## src/rtl/cpu_ctrl_if.sv

```systemverilog
// Control bundle between the main sequencer and the datapath.
// master is the controller side, slave is the datapath side.
interface cpu_ctrl_if;
  logic [31:0] Inst_code;
  logic        ZF;
  logic [1:0]  PC_s;
  logic        Write_PC;
  logic        Write_IR;
  logic        Write_Reg;
  logic        Mem_Write;
  logic [2:0]  ALU_OP;
  logic [1:0]  w_r_s;
  logic [1:0]  wr_data_s;
  logic        imm_s;
  logic        rt_imm_s;
  logic [2:0]  state;
  logic        illegal;

  modport master (
    input  Inst_code, ZF,
    output PC_s, Write_PC, Write_IR, Write_Reg, Mem_Write,
    output ALU_OP, w_r_s, wr_data_s, imm_s, rt_imm_s,
    output state, illegal
  );

  modport slave (
    output Inst_code, ZF,
    input  PC_s, Write_PC, Write_IR, Write_Reg, Mem_Write,
    input  ALU_OP, w_r_s, wr_data_s, imm_s, rt_imm_s,
    input  state, illegal
  );
endinterface

```

## src/rtl/cpu_ctrl.sv

```systemverilog
// Multi-cycle MIPS main controller: IF/ID/EXE/MEM/WB sequencer
// driving PC, IR, register file, data RAM and ALU controls.
module cpu_ctrl (
  input  logic      clk,
  input  logic      rst,
  cpu_ctrl_if.master bus
);
  typedef enum logic [2:0] {
    S_IF  = 3'b000,
    S_ID  = 3'b001,
    S_EXE = 3'b010,
    S_MEM = 3'b011,
    S_WB  = 3'b100
  } state_t;

  state_t cur, nxt;

  logic [5:0] op, fn;
  logic d_r, d_ialu, d_lw, d_sw, d_beq, d_bne;
  logic d_j, d_jal, d_jr, d_ok, d_sx;
  logic [2:0] d_alu;
  logic wir, wpc, wreg, memw, ill;
  logic [1:0] pcs, wrs, wds;
  logic unused_bits;

  assign op = bus.Inst_code[31:26];
  assign fn = bus.Inst_code[5:0];
  assign unused_bits = ^bus.Inst_code[25:6];

  always_comb begin
    d_r = 1'b0; d_ialu = 1'b0; d_lw = 1'b0;
    d_sw = 1'b0; d_beq = 1'b0; d_bne = 1'b0;
    d_j = 1'b0; d_jal = 1'b0; d_jr = 1'b0;
    d_sx = 1'b0; d_alu = 3'b000;
    unique case (op)
      6'b000000: begin
        unique case (fn)
          6'b100000: begin d_r = 1'b1; d_alu = 3'b100; end
          6'b100010: begin d_r = 1'b1; d_alu = 3'b101; end
          6'b100100: begin d_r = 1'b1; d_alu = 3'b000; end
          6'b100101: begin d_r = 1'b1; d_alu = 3'b001; end
          6'b100110: begin d_r = 1'b1; d_alu = 3'b010; end
          6'b100111: begin d_r = 1'b1; d_alu = 3'b011; end
          6'b101010: begin d_r = 1'b1; d_alu = 3'b110; end
          6'b000100: begin d_r = 1'b1; d_alu = 3'b111; end
          6'b001000: d_jr = 1'b1;
          default: ;
        endcase
      end
      6'b001000: begin d_ialu = 1'b1; d_alu = 3'b100; d_sx = 1'b1; end
      6'b001011: begin d_ialu = 1'b1; d_alu = 3'b110; d_sx = 1'b1; end
      6'b001100: begin d_ialu = 1'b1; d_alu = 3'b000; end
      6'b001101: begin d_ialu = 1'b1; d_alu = 3'b001; end
      6'b001110: begin d_ialu = 1'b1; d_alu = 3'b010; end
      6'b100011: begin d_lw = 1'b1; d_alu = 3'b100; d_sx = 1'b1; end
      6'b101011: begin d_sw = 1'b1; d_alu = 3'b100; d_sx = 1'b1; end
      6'b000100: begin d_beq = 1'b1; d_alu = 3'b101; d_sx = 1'b1; end
      6'b000101: begin d_bne = 1'b1; d_alu = 3'b101; d_sx = 1'b1; end
      6'b000010: d_j = 1'b1;
      6'b000011: d_jal = 1'b1;
      default: ;
    endcase
  end

  assign d_ok = d_r | d_ialu | d_lw | d_sw | d_beq | d_bne
              | d_j | d_jal | d_jr;

  always_ff @(posedge clk) begin
    if (rst) cur <= S_IF;
    else     cur <= nxt;
  end

  always_comb begin
    nxt  = S_IF;
    wir  = 1'b0;
    wpc  = 1'b0;
    wreg = 1'b0;
    memw = 1'b0;
    ill  = 1'b0;
    unique case (cur)
      S_IF: begin
        wir = 1'b1;
        wpc = 1'b1;
        nxt = S_ID;
      end
      S_ID: begin
        if (!d_ok) begin
          ill = 1'b1;
        end else if (d_j | d_jal | d_jr) begin
          wpc  = 1'b1;
          wreg = d_jal;
        end else begin
          nxt = S_EXE;
        end
      end
      S_EXE: begin
        if (d_beq | d_bne)
          wpc = (d_beq & bus.ZF) | (d_bne & ~bus.ZF);
        else if (d_lw | d_sw)
          nxt = S_MEM;
        else
          nxt = S_WB;
      end
      S_MEM: begin
        if (d_sw) memw = 1'b1;
        else      nxt  = S_WB;
      end
      S_WB: wreg = 1'b1;
      default: nxt = S_IF;
    endcase
  end

  // Fetch always selects PC+4; later states select from the decode.
  always_comb begin
    pcs = 2'b00;
    if (cur != S_IF) begin
      if (d_j | d_jal)        pcs = 2'b11;
      else if (d_jr)          pcs = 2'b01;
      else if (d_beq | d_bne) pcs = 2'b10;
    end
  end

  assign wrs = d_jal ? 2'b10 : (d_ialu | d_lw) ? 2'b01 : 2'b00;
  assign wds = d_jal ? 2'b10 : d_lw ? 2'b01 : 2'b00;

  assign bus.Write_IR  = wir  & ~rst;
  assign bus.Write_PC  = wpc  & ~rst;
  assign bus.Write_Reg = wreg & ~rst;
  assign bus.Mem_Write = memw & ~rst;
  assign bus.illegal   = ill  & ~rst;
  assign bus.PC_s      = rst ? 2'b00 : pcs;
  assign bus.w_r_s     = rst ? 2'b00 : wrs;
  assign bus.wr_data_s = rst ? 2'b00 : wds;
  assign bus.ALU_OP    = rst ? 3'b000 : d_alu;
  assign bus.imm_s     = ~rst & d_sx;
  assign bus.rt_imm_s  = ~rst & (d_ialu | d_lw | d_sw);
  assign bus.state     = cur;
endmodule

```

## src/flat_wrapper.sv

```systemverilog
// flat-port wrapper written by rule: the top's interface ports become plain ports
module cpu_ctrl_flat 
  (clk, rst, bus_Inst_code, bus_ZF, bus_PC_s, bus_Write_PC, bus_Write_IR, bus_Write_Reg, bus_Mem_Write, bus_ALU_OP, bus_w_r_s, bus_wr_data_s, bus_imm_s, bus_rt_imm_s, bus_state, bus_illegal);
  cpu_ctrl_if bus_i ();
  input  logic clk;
  input  logic rst;
  input wire logic [$bits(bus_i.Inst_code)-1:0] bus_Inst_code;
  input wire logic [$bits(bus_i.ZF)-1:0] bus_ZF;
  output wire logic [$bits(bus_i.PC_s)-1:0] bus_PC_s;
  output wire logic [$bits(bus_i.Write_PC)-1:0] bus_Write_PC;
  output wire logic [$bits(bus_i.Write_IR)-1:0] bus_Write_IR;
  output wire logic [$bits(bus_i.Write_Reg)-1:0] bus_Write_Reg;
  output wire logic [$bits(bus_i.Mem_Write)-1:0] bus_Mem_Write;
  output wire logic [$bits(bus_i.ALU_OP)-1:0] bus_ALU_OP;
  output wire logic [$bits(bus_i.w_r_s)-1:0] bus_w_r_s;
  output wire logic [$bits(bus_i.wr_data_s)-1:0] bus_wr_data_s;
  output wire logic [$bits(bus_i.imm_s)-1:0] bus_imm_s;
  output wire logic [$bits(bus_i.rt_imm_s)-1:0] bus_rt_imm_s;
  output wire logic [$bits(bus_i.state)-1:0] bus_state;
  output wire logic [$bits(bus_i.illegal)-1:0] bus_illegal;
  assign bus_i.Inst_code = bus_Inst_code;
  assign bus_i.ZF = bus_ZF;
  assign bus_PC_s = bus_i.PC_s;
  assign bus_Write_PC = bus_i.Write_PC;
  assign bus_Write_IR = bus_i.Write_IR;
  assign bus_Write_Reg = bus_i.Write_Reg;
  assign bus_Mem_Write = bus_i.Mem_Write;
  assign bus_ALU_OP = bus_i.ALU_OP;
  assign bus_w_r_s = bus_i.w_r_s;
  assign bus_wr_data_s = bus_i.wr_data_s;
  assign bus_imm_s = bus_i.imm_s;
  assign bus_rt_imm_s = bus_i.rt_imm_s;
  assign bus_state = bus_i.state;
  assign bus_illegal = bus_i.illegal;
  cpu_ctrl u_core (.clk(clk), .rst(rst), .bus(bus_i));
endmodule
```

## config.mk

```make
export PLATFORM = sky130hd
export DESIGN_NAME = cpu_ctrl_flat
export DESIGN_NICKNAME = d
export VERILOG_FILES = /design/src/rtl/cpu_ctrl_if.sv /design/src/rtl/cpu_ctrl.sv /design/src/flat_wrapper.sv
export SDC_FILE = /design/constraint.sdc
export NUM_CORES = 1
export LEC_CHECK = 0
export BUFFER_PORTS_ARGS = -buffer_cell sky130_fd_sc_hd__clkbuf_2
export CAP_MARGIN = 25
export CORE_ASPECT_RATIO = 1.2
export CORE_MARGIN = 8
export CORE_UTILIZATION = 35
export DETAILED_ROUTE_END_ITERATION = 12
export PLACE_DENSITY = 0.74
export SYNTH_ARGS = -nofsm -noshare
export SYNTH_HDL_FRONTEND = slang
export SYNTH_SLANG_ARGS = --single-unit
```

## constraint.sdc

```tcl
create_clock -name clk -period 3.3 [get_ports clk]
set_input_delay 0.165 -clock clk [delete_from_list [all_inputs] [get_ports clk]]
set_output_delay 0.165 -clock clk [all_outputs]
set_load 0.05 [all_outputs]
```

==> results of run 1 <==
-- Yosys cell counts, types with 3 or more instances --
cell      number  area share, %
a211oi_1       4            4.1
a21oi_1        3            2.1
a31oi_1        3            2.6
clkbuf_1       8            4.1
dfxtp_1        3            8.3
inv_1          4            2.1
nand2_1        8            4.1
nand2b_1       5            4.3
nor2_1        14            7.3
nor2b_1        8            6.9
nor3_1         9            6.2
nor3b_1        3            3.1
o21ai_0        6            4.1
-- logic make-up (layout without fill, tap and decap cells) --
| logic type | count (synthesis) | in the layout | share of synthesized area [%] |
|---|---|---|---|
| xor gates and xnor gates | 2 | 2 | 2.42 |
| and+or+nand+nor | 63 | 63 | 49.2 |
| AOI/OAI and AO/OA | 31 | 31 | 31.3 |
| DFF | 3 | 3 | 8.29 |
| buffers and inverters | 14 | 41 | 8.81 |
-- metal layers --
| metal | global-route usage, % | vias up | wire [um] |
|---|---|---|---|
| met2 | 22.0 | 25 | 1160 |
| met4 | 5.96 | 0 | 31 |
| met5 | 0 | - | 0 |
| met3 | 3.89 | 4 | 172 |
| li1 | - | 472 | - |
| met1 | 12.4 | 433 | 871 |
-- placed cells by master (no fill, tap or decap), types with 2 or more instances in the layout --
cell type and instances:
nor2_1 14, nand2b_1 5, o21ai_0 6, nor3_1 9
or2_2 2, dfxtp_1 3, nand2_1 8, xnor2_1 2
nand4_1 2, nor3b_1 3, nand3_1 2, inv_1 4
clkbuf_2 33, a21oi_1 3, a31oi_1 3, nor2b_1 8
a211oi_1 4, clkbuf_4 3, o211ai_1 2
-- area by class of cell --
| cell class | instances | area [sq um] | area share [%] |
|---|---|---|---|
| inverters | 4 | 15.0 | 1.68 |
| multi-input cells | 96 | 601 | 67.3 |
| flip-flops and latches | 3 | 60.1 | 6.73 |
| repair buffers | 33 | 165 | 18.5 |
| well taps | 20 | 25.0 | 2.81 |
| clock buffers | 4 | 26.3 | 2.95 |
-- tightest hold or removal path, stage by stage --
cell and delay, ns:
clkbuf_2 0.18, nor2_1 0.08, nand2_1 0.07, nor2_1 0.04
-- final timing paths --
check / slack (ns) / from / cells past startpoint / end
min: 0.34 / rst / 4 / u_core.bus.state[2]
max: 1.04 / bus_Inst_code[27] / 6 / bus_Write_PC
max reg2reg: 1.77 / u_core.bus.state[1] / 2 / u_core.bus.state[1]
min reg2reg: 0.58 / u_core.bus.state[1] / 2 / u_core.bus.state[2]
-- report_power, final --
part           internal (mW)  switching, mW  leakage, nW
Clock                 0.0454         0.0201       0.0150
Sequential            0.0379        0.00401       0.0245
Combinational         0.0306         0.0640        0.326
Total                  0.114         0.0880        0.366
==> impl_results.md, run 1 <==
* Crit start category: input port
* Max FFs per register at 3
* Design area at 892 sq um
* Vias per inst at 5.84
* DRT Wirelength at 2240 um
* Worst-path clk slew at 0.04 ns
* CTS sink cnt at 3
* Fillcell total at 227
* H-Tree Depth at 1
* Post-CTS Hold Fix Bufs at 0
* # resized after CTS at 0
* Post-synth EDFFs at 0
* WP buf/inv at 2
* Crit path DAT at 2.10 ns
* Post-route ant nets at 0
* CTS Buf Count at 3
* Crit Path Max Fanout at 15
* DR iter-0 viols at 19
* Post-synthesis sequential area ratio at 8.29%
* Residual DRC count at 0
* Fin nets at 176
* Worst-case clock buffer depth at 2
* Avg Cell Area, Syn at 6.41 sq um
* Yosys reg bits at 3
* Total GRT Usage at 12.2%
* Wire per inst at 14.0 um
* Yosys cell types at 43
* Initial Util at 36.1%
* Worst path slowest cell: or4_1
* Worst clock skew at 0.00528 ns
* Rel. slew slack at 60.1%
* Static leakage at 0.366 nW
* Post-DP HPWL at 1780 um
* Ports at 54
* Ys async rst share at 0%
* Status: finished clean
* Die W at 57.5 um
* Delay-heaviest family, CP: simple AND/OR/NAND/NOR gates
* Root Buffer: clkbuf_4
* Max frequency at 442 MHz
* First-pass GRT wire length at 3770 um
* GPL Wtd Cong at 0.844
* Final setup viols at 0
* Overflow after GRT at 0
* Worst-path cell chain: clkbuf_2 > nand2b_1 > or4_4 > or4_1 > a221oi_2 > clkbuf_2
* Setup TNS at 0 ns
* Total power at 0.202 mW
* Core ar. at 0.00200 sq mm
* Setup ws final at 1.04 ns
* RSZ-0062 raised after global routing: false
* Max-cap violations at 0
* Placed Area at 866 sq um
* Initial antenna violation count at 0
* Proportion of layout cells with a drive suffix above 1 at 32.1%
* Fin util at 44.5%
* Placed cells at 156
* Most common cell on crit path: clkbuf_2
* Row count at 18
* Post-Syn Instances at 113
* Worst hold margin at 0.338 ns
* Post-CTS setup buffers at 0
* ANT cells at 0
* Die Ht at 65.8 um
* Post-synthesis instance area at 724 sq um
* Non-Filler Instances at 160
* Die footprint at 0.00379 sq mm
* Crit path kind: input port to primary output
* Fin crit share at 68.5%
* Slowest Stage Delay on Critical Path at 0.50 ns
* Worst EP required at 3.13 ns
* Primary FF master, synth: dfxtp_1
* Vias in the first global route at 855
* Syn. warnings at 0
* Pre-CTS WS at 1.05 ns
* Worst-Margin Slew at 0.593 ns
* Power Dens Cells at 226 mW/mm^2
* Min-delay worst type: input port to flop
* Vias at 934
* Pin count of the biggest net entering global routing at 16
* Crit path time final at 2.26 ns
* Critical Path End Type: primary output
* CTS tree: done
* Final hold vios at 0
* Number of buffers added on ports at 33
* DRT Pass-1 Iters at 4
* Syn Nets at 148
* Max VDD drop at 0.128 mV
* Max Slew Vio Count at 0
* Clock insertion delay at the later pin of the skew report at 0.24 ns
* Area growth, synth to finish at 23.1%
(Power assumes the default switching activity.)
==> run 2: changes to the inputs <==
--- a/config.mk
+++ b/config.mk
@@ -11,7 +11,7 @@
 export CORE_MARGIN = 8
 export CORE_UTILIZATION = 35
 export DETAILED_ROUTE_END_ITERATION = 12
-export PLACE_DENSITY = 0.74
+export PLACE_DENSITY = 0.77
 export SYNTH_ARGS = -nofsm -noshare
 export SYNTH_HDL_FRONTEND = slang
 export SYNTH_SLANG_ARGS = --single-unit
==> constraint.sdc (replaced) <==
create_clock -name clk -period 1.8 [get_ports clk]
set_input_delay 0.09 -clock clk [delete_from_list [all_inputs] [get_ports clk]]
set_output_delay 0.09 -clock clk [all_outputs]
set_load 0.05 [all_outputs]
==> run 2 against run 1 <==
  * Sequential share of layout area is 0.90 points lower
  * Core utilization rose by 9.0 points
  * Combinational power rose by 120%
  * Worst setup slack worse by 0.96 ns
  * Routed wire length up 3.7%
  * Total power rose by 100%
  * Via count rose by 2.1%
  * Clock power up 77%
  * Clock skew is 0.0037 ns lower
  * Sequential cell count stayed put
  * Final cell count increased by 6.9%
  * Non-clock buffer count increased by 11
  * Largest cell class unchanged
  * Largest power group unchanged
==> impl_results.md, run 2 (synthesis gave the netlist of run 1 again) <==
* Initial Util at 36.1%
* Area growth, synth to finish at 48.0%
* Clock insertion delay at the later pin of the skew report at 0.23 ns
* Crit path time final at 1.72 ns
* GPL Wtd Cong at 0.932
* Logic gate share of total power at 51.7%
* Max VDD drop at 0.276 mV
* H-Tree Depth at 1
* Worst setup path start: u_core.bus.state[0]
* Final hold vios at 0
* Total power at 0.405 mW
* Worst-path clk slew at 0.04 ns
* Proportion of layout cells with a drive suffix above 1 at 45.7%
* Die Ht at 65.8 um
* Crit path DAT at 1.63 ns
* RSZ-0062 raised after global routing: false
* Die footprint at 0.00379 sq mm
* DRT Pass-1 Iters at 4
* Core ar. at 0.00200 sq mm
* Fillcell total at 199
* CTS sink cnt at 3
* Max frequency at 581 MHz
* Post-route ant nets at 0
* Most frequent cells in the layout: 32 x clkbuf_2, 13 x nor2_1, 11 x buf_4
* Worst hold margin at 0.310 ns
* Row count at 18
* Overflow after GRT at 0
* Setup TNS at 0 ns
* Critical Path Sink: bus_Write_PC
* Status: finished clean
* Vias at 954
* Critical Path End Type: primary output
* CTS Buf Count at 3
* Ports at 54
* Wire per inst at 13.6 um
* Pin count of the biggest net entering global routing at 15
* Max Slew Vio Count at 0
* Initial antenna violation count at 0
* Vias in the first global route at 939
* DR top layer: met4
* Die W at 57.5 um
* Worst EP required at 1.71 ns
* Post-CTS Hold Fix Bufs at 0
* Pre-CTS WS at -0.0855 ns
* Static leakage at 0.446 nW
* Reg-to-reg slack, setup at 0.33 ns
* DR iter-0 viols at 19
* Post-DP HPWL at 1950 um
* CTS tree: done
* Min-delay worst type: input port to flop
* Residual DRC count at 0
* Fin nets at 187
* ANT cells at 0
* M1 WL at 1070 um
* Max-cap violations at 0
* Crit Path Max Fanout at 12
* Switching Fraction at 42.4%
* Commonest non-fill, non-tap cell in the layout: clkbuf_2
* Vias per inst at 5.58
* DRT Wirelength at 2320 um
* Worst clock skew at 0.00155 ns
* Clk pwr share at 28.7%
* Placed Area at 0.00103 sq mm
* Max FFs per register at 3
* Crit start category: flop
* Design area at 0.00107 sq mm
* Total GRT Usage at 12.6%
* Crit path kind: flop to primary output
* Worst-Margin Slew at 0.588 ns
* Worst Hold Depth at 5
* Pint at 0.233 mW
* Number of buffers added on ports at 33
* Power Dens Cells at 378 mW/mm^2
* Setup ws final at 0.0790 ns
* Met2 WL post-DR at 1150 um
* FF-to-FF path depth at 2
* Switching power at 0.172 mW
* Final setup viols at 0
* Root Buffer: clkbuf_4
* FF-to-FF Start: u_core.bus.state[1]
* Reg-to-reg endpoint: u_core.bus.state[1]
* DR WL met3 at 87 um
* Rel. slew slack at 60.5%
* First-pass GRT wire length at 4060 um
* Flop pwr share at 19.5%
* Worst-case clock buffer depth at 2
* Fin crit share at 95.6%
-- run 2: timing repair --
action / in CTS / in global routing
endpoints found under the setup margin: 1 / 2
buffers inserted: 0 / 0
resized for setup: 1 / 2
pin swaps: 2 / 0
-- run 2: through the flow --
step / util (%) / std cells
final: 53.5 / 171
after global routing: 53.5 / 171
after CTS: 52.9 / 171
after detailed placement: 51.4 / 167
after global placement: 51.4 / 167
after floorplan: - / 113
-- run 2: power groups by stage --
stage               logic, mW  clock network, mW  registers, mW
floorplan               0.135                  0         0.0818
global placement        0.201                  0         0.0793
detailed placement      0.207                  0         0.0800
CTS                     0.208              0.119         0.0792
global route            0.228              0.124         0.0804
finish                  0.209              0.116         0.0791
-- run 2: worst max-delay path, stage by stage (launching register included) --
cell and delay, ns:
dfxtp_2 0.38, or4_4 0.57, a221oi_4 0.27, buf_12 0.17
-- run 2: cell type report --
cell class              count  area [sq um]  share of cell area (%)
inverters                   4          15.0                    1.40
repair buffers             44           263                    24.5
multi-input cells          96           681                    63.5
clock buffers               4          26.3                    2.45
flip-flops and latches      3          62.6                    5.83
well taps                  20          25.0                    2.33
-- run 2: worst min-delay path by stage --
stage / from / to / slack [ns]
after global placement: u_core.bus.state[1] / u_core.bus.state[2] / 0.53
after floorplan: bus_Inst_code[30] / u_core.bus.state[1] / 0.30
after CTS: bus_Inst_code[4] / u_core.bus.state[1] / 0.33
after detailed placement: u_core.bus.state[1] / u_core.bus.state[2] / 0.55
final: bus_Inst_code[4] / u_core.bus.state[1] / 0.31
after global routing: bus_Inst_code[4] / u_core.bus.state[1] / 0.34
-- run 2: metal layers --
metal  GRT usage, %  vias up
met3           2.72        2
met1           15.5      432
met2           22.0       25
met5              0        -
met4           1.88        0
li1               -      495
